[src/rtl/bist_scheduler.sv]
`default_nettype none
// ============================================================================
//  Module   : bist_scheduler
//  Brief    : MBIST sequencer. Starts one memory BIST controller at a time,
//             waits for its done, records pass/fail and watchdog expiry, and
//             reports an aggregate done with per-memory fail/timeout vectors.
//  Revision : 1.0 - initial release
// ============================================================================
module bist_scheduler #(
   parameter int N_MEM   = 4,
   parameter int IDX_W   = 2,
   parameter int TO_W    = 16,
   parameter int TIMEOUT = 4096
) (
   input  logic             bist_clk,
   input  logic             bist_rst_n,
   input  logic             sched_start,
   input  logic [N_MEM-1:0] mem_en,
   input  logic [N_MEM-1:0] mem_done,
   input  logic [N_MEM-1:0] mem_fail,
   output logic [N_MEM-1:0] mem_start,
   output logic [IDX_W-1:0] cur_idx,
   output logic             sched_busy,
   output logic             sched_done,
   output logic [N_MEM-1:0] fail_vec,
   output logic [N_MEM-1:0] timeout_vec
);

   localparam logic [2:0] S_IDLE    = 3'd0;
   localparam logic [2:0] S_SEL     = 3'd1;
   localparam logic [2:0] S_RUN     = 3'd2;
   localparam logic [2:0] S_RELEASE = 3'd3;
   localparam logic [2:0] S_DONE    = 3'd4;

   localparam logic [IDX_W-1:0] c_last_idx = IDX_W'(N_MEM - 1);
   localparam logic [IDX_W-1:0] c_idx_one  = IDX_W'(1);
   localparam logic [TO_W-1:0]  c_to_last  = TO_W'(TIMEOUT - 1);
   localparam logic [TO_W-1:0]  c_to_one   = TO_W'(1);

   logic [2:0]       r_state;
   logic [2:0]       w_next_state;
   logic [IDX_W-1:0] r_idx;
   logic [TO_W-1:0]  r_timer;
   logic [N_MEM-1:0] r_mask;
   logic [N_MEM-1:0] r_fail_vec;
   logic [N_MEM-1:0] r_timeout_vec;

   logic w_sel_en;
   logic w_sel_done;
   logic w_is_last;
   logic w_wd_expired;

   // Only the currently indexed controller is ever looked at.
   assign w_sel_en     = r_mask[r_idx];
   assign w_sel_done   = mem_done[r_idx];
   assign w_is_last    = (r_idx == c_last_idx);
   assign w_wd_expired = (r_timer == c_to_last);

   assign cur_idx     = r_idx;
   assign fail_vec    = r_fail_vec;
   assign timeout_vec = r_timeout_vec;

   // State register
   always_ff @(posedge bist_clk or negedge bist_rst_n) begin
      if (!bist_rst_n) r_state <= S_IDLE;
      else             r_state <= w_next_state;
   end

   // Next-state decode; done takes priority over watchdog expiry in RUN
   always_comb begin
      w_next_state = r_state;
      case (r_state)
         S_IDLE:    if (sched_start) w_next_state = S_SEL;
         S_SEL: begin
            if (w_sel_en)       w_next_state = S_RUN;
            else if (w_is_last) w_next_state = S_DONE;
         end
         S_RUN:     if (w_sel_done || w_wd_expired) w_next_state = S_RELEASE;
         S_RELEASE: if (!w_sel_done) w_next_state = w_is_last ? S_DONE : S_SEL;
         S_DONE:    if (!sched_start) w_next_state = S_IDLE;
         default:   w_next_state = S_IDLE;
      endcase
   end

   // Datapath: mask latch, index walk, watchdog timer and result vectors
   always_ff @(posedge bist_clk or negedge bist_rst_n) begin
      if (!bist_rst_n) begin
         r_idx         <= '0;
         r_timer       <= '0;
         r_mask        <= '0;
         r_fail_vec    <= '0;
         r_timeout_vec <= '0;
      end else begin
         case (r_state)
            S_IDLE: begin
               if (sched_start) begin
                  r_mask        <= mem_en;
                  r_fail_vec    <= '0;
                  r_timeout_vec <= '0;
                  r_idx         <= '0;
               end
            end
            S_SEL: begin
               if (w_sel_en)        r_timer <= '0;
               else if (!w_is_last) r_idx   <= r_idx + c_idx_one;
            end
            S_RUN: begin
               if (w_sel_done) begin
                  r_fail_vec[r_idx] <= mem_fail[r_idx];
               end else if (w_wd_expired) begin
                  r_fail_vec[r_idx]    <= 1'b1;
                  r_timeout_vec[r_idx] <= 1'b1;
               end else begin
                  r_timer <= r_timer + c_to_one;
               end
            end
            S_RELEASE: begin
               if (!w_sel_done && !w_is_last) r_idx <= r_idx + c_idx_one;
            end
            default: ;
         endcase
      end
   end

   // Output decode from state and the registered index only
   always_comb begin
      mem_start  = '0;
      sched_busy = 1'b0;
      sched_done = 1'b0;
      case (r_state)
         S_SEL:     sched_busy = 1'b1;
         S_RUN: begin
            sched_busy       = 1'b1;
            mem_start[r_idx] = 1'b1;
         end
         S_RELEASE: sched_busy = 1'b1;
         S_DONE:    sched_done = 1'b1;
         default: ;
      endcase
   end

endmodule
`default_nettype wire
[config.mk]
export PLATFORM = sky130hd
export DESIGN_NAME = bist_scheduler
export DESIGN_NICKNAME = d
export VERILOG_FILES = /design/src/rtl/bist_scheduler.sv
export SDC_FILE = /design/constraint.sdc
export NUM_CORES = 1
export LEC_CHECK = 0
export ABC_AREA = 1
export BUFFER_PORTS_ARGS = -buffer_cell sky130_fd_sc_hd__buf_2
export CAP_MARGIN = 0
export CORE_ASPECT_RATIO = 0.7
export CORE_MARGIN = 2
export CORE_UTILIZATION = 40
export CTS_CLUSTER_DIAMETER = 200
export DETAILED_ROUTE_END_ITERATION = 7
export PLACE_DENSITY = 0.58
export SYNTH_ARGS = -nofsm -noshare
export SYNTH_HDL_FRONTEND = slang
export SYNTH_SLANG_ARGS = --single-unit
[constraint.sdc]
create_clock -name bist_clk -period 1.7 [get_ports bist_clk]
set_input_delay 0.255 -clock bist_clk [delete_from_list [all_inputs] [get_ports bist_clk]]
set_output_delay 0.255 -clock bist_clk [all_outputs]
set_load 0.005 [all_outputs]
---- Word-level counts from Yosys, hierarchy flattened ----
Index checks and enable logic that the tools add are counted.
cells by class
  add/subtract/negate cells ............... 2
  reductions and logical operators ........ 16
  equality and inequality tests ........... 19
  mux-type cells .......................... 36
  $lt $le $gt $ge ......................... 2
  bitwise gates (word level) .............. 2
operators with widths
  operator                 count
  $mux W16                 3
  $pmux W16 S2             1
  $mux W4                  6
  $ne A2 B2 Y1 const B     11
  $mux W3                  7
  $add A16 B1 Y16 const B  1
  $eq A16 B12 Y1 const B   1
  $pmux W4 S2              2
  $pmux W3 S5              1
  $reduce_and A5 Y1        2
  $mux W2                  4
  $or A4 B4 Y4             2
  $reduce_and A4 Y1        2
  $bmux W1 S2              3
  $eq A3 B2 Y1 const B     2
  $mux W1                  6
  $ne A3 B3 Y1 const B     2
  $pmux W2 S3              1
  $bwmux W4                1
  $reduce_bool A2 Y1       2
  $eq A3 B1 Y1 const B     1
  $eq A3 B3 Y1 const B     1
  $logic_not A3 Y1         1
  $lt A2 B3 Y1 const B     1
  other kinds (11)         13
word-level totals
  input bits .............................. 15
  output and inout port bits .............. 16
  flip-flop bits (word level) ............. 33
  word-level logic and storage cells ...... 83

---- Depth between registers and ports, before layout ----
  depth in word-level cells ............... 8
  gate-level depth with buffers ........... 13
  mapped depth without buffers ............ 11

---- Least setup slack after synthesis ----
Ideal clock, no wire load.
  kind .................................... flip-flop to flip-flop
  start point ............................. register r_timer[0]
  end point ............................... register r_fail_vec[3] (netlist: fail_vec[3])
  setup time .............................. 0.119 ns
  stages on the path, launching flop included .. 9
  setup slack ............................. 0.217 ns
  buffers on the path ..................... 0
  clock period less this slack ............ 1.483 ns
  arrival time ............................ 1.364 ns
  required time ........................... 1.581 ns
  cells stage by stage .................... dfrtp_1 > ha_1 > nand3_1 > nor2_4 > nand3_1 > nand3_1 > nand3_1 > nand2_1 > nand2_1
on the way
  word-level cells in the longest chain between the ends .. 3
ends and longest elaborated chain
  item                                RTL line  RTL
  start: declaration                  43        logic [TO_W-1:0] r_timer;
  start signal: assignment            114       r_timer <= r_timer + c_to_one;
  $eq A16 B12 Y1                      57        assign w_wd_expired = (r_timer == c_to_last);
  $ne A3 B3 Y1 (no source line)       n/a
  $reduce_and A3 Y1 (no source line)  n/a
  end signal: indexed assignment      109       r_fail_vec[r_idx] <= mem_fail[r_idx];
  end: declaration                    45        logic [N_MEM-1:0] r_fail_vec;
Every way passes these cells.
A chain may end at the register's enable or synchronous reset.

---- Worst setup path after layout ----
  start point ............................. register r_state[0]
  end point ............................... output port mem_start[0]
on the way
  word-level cells in the longest chain between the ends .. 2
ends and longest elaborated chain
  item                      RTL line  RTL
  start: declaration        40        logic [2:0] r_state;
  start signal: assignment  66        else r_state <= w_next_state;
  $eq A3 B2 Y1              130       case (r_state)
  $mux W4                   130
  end: declaration          21        output logic [N_MEM-1:0] mem_start,
Every way passes these cells.

==> reports/qor.yml <==
outcome: "completed"
synth_cells: 310
num_antenna_cells: 0
cts_max_path_buffers: 2
wl_um: 5383
wl_per_cell_um: 12.12
setup_tns_ns: 0
rsz0062_at_grt: "yes"
fmax_mhz: 597.9
place_hpwl_um: 4070
leakagePower_nw: 1.468
vias: 2117
drtAntennaViolNets: 0
arrival_ns: 1.42
place_area_um2: 2502
final.min_clock_period_ns: 1.672
port_buffers: 30
antenna_found_initial: 0
drive_above_1_share: 0.2849
slew_viol_final: 0
ios: 31
synth_edf_count: 0
grt_pass1_wl_um: 9432
ys_seq_elements: 33
yosysWarnings: 0
ir_drop_v: 0.0004867
syn_nets: 330
synth_area_um2: 2206
required_ns: 1.44
initialDrtViolationCount: 91
globalRouteTotalUtil: 0.1983
final_core_util: 0.5256
ys.flop_type: "dfrtp_1"
crit_type: "reg -> out"
final_common_cell: "nand2_1"
worstSetupStartpointType: "flip-flop"
initial_core_util: 0.4174
hold_viol: 0
dieWidth_um: 92.76
powerDensity_nw_per_um2: 1278
relSlewSlack: 0.7157
nNetsFinal: 391
gp_congestion: 0.8891
synthToLayoutAreaGrowth_pct: 25.92
finalInstanceArea_um2: 2778
first_global_vias: 1932
clock-root-buffer: "clkbuf_8"
cap_viol_max_count: 0
avgViaCountPerCell: 4.768
crit_fanout: 5
die_h_um: 66.13
cts.sinks: 33
avgSynthCellArea_um2: 7.116
post-route-period-util: 0.9838
fp-row-count: 22
cp-end-kind: "primary output"
drc: 0
grt_max_degree: 20
async_reset_ff_frac: 1.000
grt_overflow: 0
core_region_area_um2: 5285
synthDistinctLibCells: 33
synth-seq-area-share: 0.3744
first_pass_iters: 4
cts.clk_slew.worst_paths_ns: 0.07
worst_pin_slew_ns: 0.4265
layout_common_cells: "nand2_1, nand3_1, dfrtp_1, buf_2, buf_4"
die_area_um2: 6134
min_path_type: "in -> reg"
stdcell_count: 444
h-tree-depth: 2
clock_skew_ns: 0.004647
worstSkewPairLatency_ns: 0.28
numCtsBuffers: 5
dp.cells: 420
cts_tree: "yes"
power.total_w: 0.003551
setup_viol: 0
## state kept, by name (all words and copies together), names as in the netlist
| signal | cells |
|---|---|
| r_mask | 4 |
| timeout_vec | 4 |
| cur_idx | 2 |
| fail_vec | 4 |
| r_state | 3 |
| r_timer | 16 |
## routing by layer
metal / wire (µm) / vias to the layer above / GRT usage
met5: 0 / - / 0
met4: 25 / 0 / 0.04596
met3: 214 / 2 / 0.04105
met2: 2037 / 32 / 0.2618
met1: 3107 / 982 / 0.3212
li1: - / 1101 / -
## kinds of logic (layout without fill, tap and decap cells)
| family | count (synthesis) | in the layout | synth area share |
|---|---|---|---|
| DFF | 33 | 33 | 0.3744 |
| AOI/OAI and AO/OA | 14 | 14 | 0.03914 |
| adders and majority gates | 5 | 5 | 0.02836 |
| xor gates and xnor gates | 11 | 11 | 0.04367 |
| muxes | 5 | 5 | 0.02496 |
| buffers and inverters | 33 | 95 | 0.07601 |
| and+or+nand+nor | 209 | 209 | 0.4135 |
## through the flow
stage	setup slack, ns	hold slack [ns]
after floorplan	0.2166	-0.04059
after global routing	-0.02520	0.1974
after CTS	0.008321	0.1939
after global placement	0.04570	0.2166
final	0.02752	0.2043
after detailed placement	0.01843	0.2144
## repair_timing
action	in CTS	in global routing
pin swaps	1	3
setup buffers	4	11
hold buffers	1	0
gates resized for setup	7	14
setup endpoints to repair	4	26
endpoints found under the hold margin	15	0
## report_power, final
| group | internal (W) | switching, W | leakage, nW |
|---|---|---|---|
| registers | 0.000935 | 0.000137 | 0.442 |
| clock network | 0.000283 | 0.000305 | 0.0439 |
| logic | 0.000754 | 0.00114 | 0.982 |
| total | 0.00197 | 0.00158 | 1.47 |
## area by class of cell
type	instances	area, µm²
clock buffers	5	68.82
clock inverters	3	17.52
fillers	547	2507
inverters	27	111.4
multi-input cells	244	1266
flip-flops and latches	33	829.5
well taps	72	90.09
repair buffers	60	394.1
## critical path: stages, from the launching register on
cell and delay (ns):
dfrtp_2 0.44, nor3_4 0.32, inv_4 0.11, nor2_4 0.14, buf_2 0.13
## final timing paths
| path | endpoint | start | slack (ns) | cells after the start |
|---|---|---|---|---|
| worst max-delay path | mem_start[0] | r_state[0] | 0.03 | 4 |
| worst min-delay path | r_mask[1] | mem_en[1] | 0.20 | 2 |
| worst max register to register | r_timer[12] | r_state[0] | 0.10 | 8 |
| worst min register to register | timeout_vec[0] | timeout_vec[0] | 0.48 | 2 |
| max in group asynchronous | r_state[0] | bist_rst_n | 0.82 | 3 |
| min in group asynchronous | cur_idx[1] | bist_rst_n | 0.44 | 2 |
## synthesized netlist by cell type, drive strengths merged, types with 2 or more instances
| library cell | instances | area, µm² |
|---|---|---|
| ha | 5 | 62.56 |
| nand3 | 39 | 195.2 |
| a21oi | 2 | 13.76 |
| dfrtp | 33 | 825.8 |
| nor2 | 35 | 148.9 |
| o21ai | 10 | 57.56 |
| nand2 | 124 | 490.5 |
| xor2 | 10 | 87.58 |
| mux2 | 4 | 45.04 |
| buf | 6 | 61.30 |
| or2 | 2 | 12.52 |
| nand4 | 5 | 31.28 |
| inv | 27 | 106.4 |
| nor3 | 3 | 26.28 |
No activity file was read; power rests on OpenSTA's default activity.
